<file path="src/rtl/work_loader_pkg.sv">
// Shared types and constants for the work loader and the downstream core.
package work_loader_pkg;

  typedef enum logic [2:0] {
    IDLE,
    START,
    LOAD,
    CHECK,
    DONE,
    ERR
  } state_t;

  localparam logic [7:0] DEFAULT_SYNC_BYTE = 8'hA5;

  localparam int WORDS_MID   = 8;
  localparam int WORDS_HEAD  = 16;
  localparam int WORDS_TOTAL = WORDS_MID + WORDS_HEAD;

endpackage

</file>
<file path="src/rtl/work_loader_byte_to_word.sv">
// Packs accepted payload bytes big-endian into 32-bit words and pulses word_ready
// in the cycle after the fourth byte of each word arrives.
module byte_to_word
  import work_loader_pkg::*;
(
  input  logic        clk,
  input  logic        rst,
  input  logic        clear,
  input  logic        byte_valid,
  input  logic [7:0]  byte_data,
  output logic        last_byte,
  output logic [31:0] word_data,
  output logic        word_ready
);

  logic [1:0]  byte_cnt;
  logic [23:0] partial;

  assign last_byte = (byte_cnt == 2'd3);

  // Collect three bytes, then publish the full word with a one-cycle ready pulse.
  always_ff @(posedge clk) begin
    if (rst) begin
      byte_cnt   <= 2'd0;
      partial    <= 24'd0;
      word_data  <= 32'd0;
      word_ready <= 1'b0;
    end else begin
      word_ready <= 1'b0;
      if (clear) begin
        byte_cnt <= 2'd0;
        partial  <= 24'd0;
      end else if (byte_valid) begin
        if (last_byte) begin
          word_data  <= {partial, byte_data};
          word_ready <= 1'b1;
          byte_cnt   <= 2'd0;
        end else begin
          partial  <= {partial[15:0], byte_data};
          byte_cnt <= byte_cnt + 2'd1;
        end
      end
    end
  end

endmodule

</file>
<file path="src/rtl/work_loader.sv">
// Frame receiver: hunts for the sync byte, streams 24 payload words to the
// downstream core, verifies the XOR checksum and aborts on an idle timeout.
module work_loader
  import work_loader_pkg::*;
#(
  parameter logic [7:0] SYNC_BYTE      = DEFAULT_SYNC_BYTE,
  parameter int         TIMEOUT_CYCLES = 1_000_000
) (
  input  logic        clk,
  input  logic        n_rst,
  input  logic [7:0]  rx_data,
  input  logic        rx_valid,
  output logic        rx_ready,
  output logic        start_found,
  output logic [31:0] in_data,
  output logic        shift_in_enable,
  output logic        frame_done,
  output logic        frame_err,
  output logic        busy
);

  localparam int              TMO_W     = $clog2(TIMEOUT_CYCLES + 1);
  localparam logic [TMO_W-1:0] TMO_LIMIT = TMO_W'(TIMEOUT_CYCLES);
  localparam logic [4:0]      LAST_WORD = 5'(WORDS_TOTAL - 1);

  state_t            state;
  state_t            next_state;
  logic [4:0]        word_cnt;
  logic [7:0]        checksum;
  logic [TMO_W-1:0]  tmo;
  logic [TMO_W-1:0]  tmo_next;
  logic              accept;
  logic              load_accept;
  logic              counting;
  logic              timeout;
  logic              last_byte;
  logic              word_ready;
  logic [31:0]       word_data;

  // The reset term keeps rx_ready low for the whole reset, even before the state settles.
  assign rx_ready    = !n_rst && (state inside {IDLE, LOAD, CHECK});
  assign accept      = rx_valid && rx_ready;
  assign load_accept = accept && (state == LOAD);
  assign counting    = (state == LOAD) || (state == CHECK);
  assign timeout     = counting && (tmo_next == TMO_LIMIT);

  byte_to_word u_byte_to_word (
    .clk        (clk),
    .rst        (n_rst),
    .clear      (state == START),
    .byte_valid (load_accept),
    .byte_data  (rx_data),
    .last_byte  (last_byte),
    .word_data  (word_data),
    .word_ready (word_ready)
  );

  // State register.
  always_ff @(posedge clk) begin
    if (n_rst) state <= IDLE;
    else       state <= next_state;
  end

  // Next-state decision from the handshake, word position, checksum and idle timer.
  always_comb begin
    next_state = state;
    unique case (state)
      IDLE:  if (accept && rx_data == SYNC_BYTE) next_state = START;
      START: next_state = LOAD;
      LOAD: begin
        if (timeout) next_state = ERR;
        else if (load_accept && last_byte && word_cnt == LAST_WORD) next_state = CHECK;
      end
      CHECK: begin
        if (accept) next_state = (rx_data == checksum) ? DONE : ERR;
        else if (timeout) next_state = ERR;
      end
      DONE:    next_state = IDLE;
      ERR:     next_state = IDLE;
      default: next_state = IDLE;
    endcase
  end

  // Idle timer candidate value: restarts on every accepted byte.
  always_comb begin
    tmo_next = tmo + TMO_W'(1);
    if (accept) tmo_next = '0;
  end

  // Idle timer only runs while a frame is being received.
  always_ff @(posedge clk) begin
    if (n_rst)         tmo <= '0;
    else if (counting) tmo <= tmo_next;
    else               tmo <= '0;
  end

  // Word counter stops at the last word rather than wrapping.
  always_ff @(posedge clk) begin
    if (n_rst || state == START) word_cnt <= 5'd0;
    else if (load_accept && last_byte && word_cnt != LAST_WORD) word_cnt <= word_cnt + 5'd1;
  end

  // Running XOR over the payload bytes only.
  always_ff @(posedge clk) begin
    if (n_rst || state == START) checksum <= 8'd0;
    else if (load_accept)        checksum <= checksum ^ rx_data;
  end

  assign start_found     = !n_rst && (state == START);
  assign frame_done      = !n_rst && (state == DONE);
  assign frame_err       = !n_rst && (state == ERR);
  assign busy            = !n_rst && (state != IDLE);
  assign shift_in_enable = !n_rst && word_ready;
  assign in_data         = n_rst ? 32'd0 : word_data;

endmodule

</file>
<file path="config.mk">
export PLATFORM = sky130hd
export DESIGN_NAME = work_loader
export DESIGN_NICKNAME = d
export VERILOG_FILES = /design/src/rtl/work_loader_pkg.sv /design/src/rtl/work_loader_byte_to_word.sv /design/src/rtl/work_loader.sv
export SDC_FILE = /design/constraint.sdc
export NUM_CORES = 1
export LEC_CHECK = 0
export ABC_AREA = 1
export BUFFER_PORTS_ARGS = -buffer_cell sky130_fd_sc_hd__buf_2
export CAP_MARGIN = 20
export CELL_PAD_IN_SITES_DETAIL_PLACEMENT = 1
export CELL_PAD_IN_SITES_GLOBAL_PLACEMENT = 1
export CORE_MARGIN = 10
export CORE_UTILIZATION = 45
export CTS_BUF_LIST = sky130_fd_sc_hd__clkbuf_8
export CTS_CLUSTER_DIAMETER = 100
export DETAILED_ROUTE_END_ITERATION = 6
export GPL_ROUTABILITY_DRIVEN = 1
export PLACE_DENSITY = 0.88
export SYNTH_ARGS = -nofsm -noshare
export SYNTH_HDL_FRONTEND = slang
export SYNTH_SLANG_ARGS = --single-unit
</file>
<file path="constraint.sdc">
create_clock -name clk -period 2.95 [get_ports clk]
set_input_delay 0.4425 -clock clk [delete_from_list [all_inputs] [get_ports clk]]
set_output_delay 0.4425 -clock clk [all_outputs]
set_load 0.05 [all_outputs]
</file>
==> impl_metrics.csv <==
group,metric,value,unit
status,status,"finished clean",
pwr,p_per_area,492,nW/um^2
cts,htreeDepth,3,
critical_path,cp_cell_sequence,"inv_2, nand2_2, nand3_4, inv_1, nand2_1, nor2_1, buf_4, inv_2, nor2_1, inv_2, nor3_2, nand3_1, nand2_1, nor2_1",
cts,cts_sinks,95,
pwr,seq_power_share,55.4,%
critical_path,slowest_delay,410,ps
placed_design,port_buffers,48,
pwr,power_frac_clock,37.0,%
floorplanning,start_util,46.4,%
floorplanning,num_rows,35,
timing,rsz0062_at_grt,"no",
timing,worst-slew-pin-transition,758,ps
floorplanning,fp.dieH,118,microns
final_layout,drive_gt1_share,15.3,%
synth,synth_edf_count,0,
timing,clock_skew,10.6,ps
timing,setup_viol,0,
detailed_routing,route.final.wire_length,12.2,mm
critical_path,critPathTopFamily,"simple AND/OR/NAND/NOR gates",
pwr,p_leak,0.00206,uW
pwr,p_total,2380,uW
synth,syn-instance-count,614,
hold_path,worstHoldStart,"rx_data[5]",
final_layout,area_growth,12.3,%
synth,yosysSeqAreaShare,44.2,%
synth,synth_area_per_cell,7.01,sq um
synth,synth.largest_area_cell,"dfxtp_1",
timing,final-hold-violation-count,0,
final_layout,nets,667,
detailed_routing,vias,4070,
synth,synth_area,4310,sq um
synth,synth_area_leaders,"dfxtp_1 44%, nor2_1 11%, nand2_1 7.6%",
floorplanning,fp.coreArea,9280,sq um
timing,max_freq,422,MHz
synth,synth_commonest_cells,"126 x nor2_1, 95 x dfxtp_1, 87 x nand2_1, 73 x inv_1, 55 x o21ai_0",
synth,async_reset_ff_share,0,%
cts,numCtsBuffers,9,
global_route,overflow,0,
critical_path,rrSetupSlack,580,ps
global_route,grt_first_pass_wirelength,20.8,mm
cts,cts_root_buf,"clkbuf_8",
detailed_routing,viasPerCell,5.17,
placed_design,gp_congestion,0.852,
pwr,p_comb_share,7.6,%
job,maxCapViolCount,0,
critical_path,worstReg2RegStart,"state[1]",
pwr,ir_drop,0.237,mV
critical_path,reg2regPathDepth,14,
global_route,grt_pass1_vias,4303,
cts,cts_resized,0,
cts,cts_setup_buffers,0,
floorplanning,die_w,118,microns
pwr,power_switching,676,uW
timing,slew_headroom,49.3,%
detailed_routing,post-route-drc-count,0,
hold_path,hold_path.class,"primary input to flip-flop",
global_route,grt_use_total,17.6,%
final_layout,utilization,52.1,%
cts,clkTransAtPathRegs,110,ps
cts,hold_buffers,0,
critical_path,path_max_fanout,28,
placed_design,hpwlAfterDp,8.86,mm
detailed_routing,antenna_left,0,
final_layout,nFillCells,1270,
synth,synth.distinct_cells,34,
synth,synth.most_common_cell,"nor2_1",
pwr,p_int,1700,uW
critical_path,worstReg2RegEnd,"word_cnt[4]",
timing,whs,386,ps
cts,clk_latency,370,ps
floorplanning,die_area,13900,sq um
critical_path,startpoint_type,"flip-flop",
global_route,grt_max_degree,39,
critical_path,crit_type,"flip-flop to flip-flop",
hold_path,min_to,"u_byte_to_word.partial[5]",
synth,synth.net_count,628,
timing,fin_crit_sh,80.2,%
synth,ys_seq_elements,95,
cts,clock_path_buffers,2,
synth,yosys_warnings,0,
detailed_routing,drt_iter0_drc,155,
hold_path,hold_path_depth,3,
synth,synth_flop_cell,"dfxtp_1",
timing,setup-tns-final,0,ps
detailed_routing,routedWlPerCell,15.5,microns
synth,yosys.area.top_type_share,44.2,%
critical_path,crit_buf_inv,5,
timing,finalMaxSlewViolations,0,
pwr,p_sw_share,28.4,%
final_layout,antenna-diode-count,0,
critical_path,cp.arrival,2650,ps
timing,period_needed,2370,ps
critical_path,crit_slowest_cell,"dfxtp_1",
global_route,antenna_found_initial,0,
detailed_routing,first_pass_iters,4,
critical_path,cp.required,3230,ps
critical_path,end_kind,"flip-flop",
cts,tritoncts,"yes",
floorplanning,pin_count,49,
## cells by family (layout without fill, tap and decap cells)
kind of cell	Yosys count	in the layout	share of synthesized area [%]
fa+ha+maj	3	3	0.872
xor+xnor	9	9	1.83
simple gates	285	285	29.6
flops	95	95	44.2
buf+inv	105	149	9.62
compound gates	117	117	13.9
## registers in the layout (all words and copies together), names as in the netlist
| name | flops |
|---|---|
| u_byte_to_word.byte_cnt | 2 |
| checksum | 8 |
| word_cnt | 5 |
| state | 3 |
| u_byte_to_word.word_ready | 1 |
| u_byte_to_word.partial | 24 |
| u_byte_to_word.word_data | 32 |
| tmo | 20 |
## final cells by class
cell class / count / area (sq um) / share of cell area [%]
flip-flops and latches: 95 / 1900 / 39.3
inverters: 78 / 293 / 6.06
well taps: 129 / 161 / 3.34
multi-input cells: 414 / 1990 / 41.2
clock buffers: 10 / 138 / 2.85
repair buffers: 55 / 293 / 6.06
clock inverters: 6 / 57.6 / 1.19
## per-layer routing
metal  global-route usage (%)  vias to the layer above  part of all wire [%]  wire length (microns)
li1                         -                     2022                     -                      -
met1                     22.1                     1954                    47                   5750
met2                     29.8                       76                    48                   5870
met3                     2.59                       18                   3.0                    369
met4                     6.41                        0                   1.8                    216
met5                        0                        -                     0                      0
## placed cells by master (no fill, tap or decap), types with 4 or more instances in the layout
master    netlist  layout
inv_2           4       4
o21ai_0        55      55
nand3_1        17      17
xor2_1          9       9
buf_4           1       7
o21ai_1         4       4
nor2_2          8       8
nand3_2         5       5
nor3_1         13      13
a21oi_1        52      52
clkbuf_8        0      10
inv_1          73      73
nor2_1        126     126
dfxtp_1        95      95
nand2_1        87      87
nand4_1         9       9
nand2_2         6       6
buf_2           4      48
## through the flow
| step | area (sq um) | setup slack, ps | cells |
|---|---|---|---|
| 2_1_floorplan | 4310 | 415 | 614 |
| 3_3_place_gp | 4640 | 574 | 771 |
| 3_5_place_dp | 4640 | 433 | 771 |
| 4_1_cts | 4830 | 556 | 787 |
| 5_1_grt | 4830 | 260 | 787 |
| 6_report | 4830 | 583 | 787 |
## worst max path at each step
stage | start | endpoint | slack (ps) | depth (start not counted)
5_1_grt | state[1] | word_cnt[4] | 260 | 14
2_1_floorplan | n_rst | frame_done | 420 | 2
3_3_place_gp | n_rst | word_cnt[4] | 570 | 14
4_1_cts | state[1] | word_cnt[4] | 560 | 14
6_report | state[1] | word_cnt[4] | 580 | 14
3_5_place_dp | n_rst | word_cnt[4] | 430 | 14
## power groups by stage
| stage | Clock (uW) | Sequential (uW) | Combinational, uW |
|---|---|---|---|
| floorplan | 0 | 1340 | 132 |
| global placement | 0 | 1340 | 172 |
| detailed placement | 0 | 1350 | 179 |
| CTS | 886 | 1320 | 181 |
| global route | 939 | 1320 | 204 |
| finish | 879 | 1320 | 181 |
## worst register-to-register path, delay by kind of cell (launching register included)
kind | cells | cell delay [ps]
simple gates | 9 | 1220
flops | 1 | 410
buf+inv | 5 | 660
(Power assumes the default switching activity.)
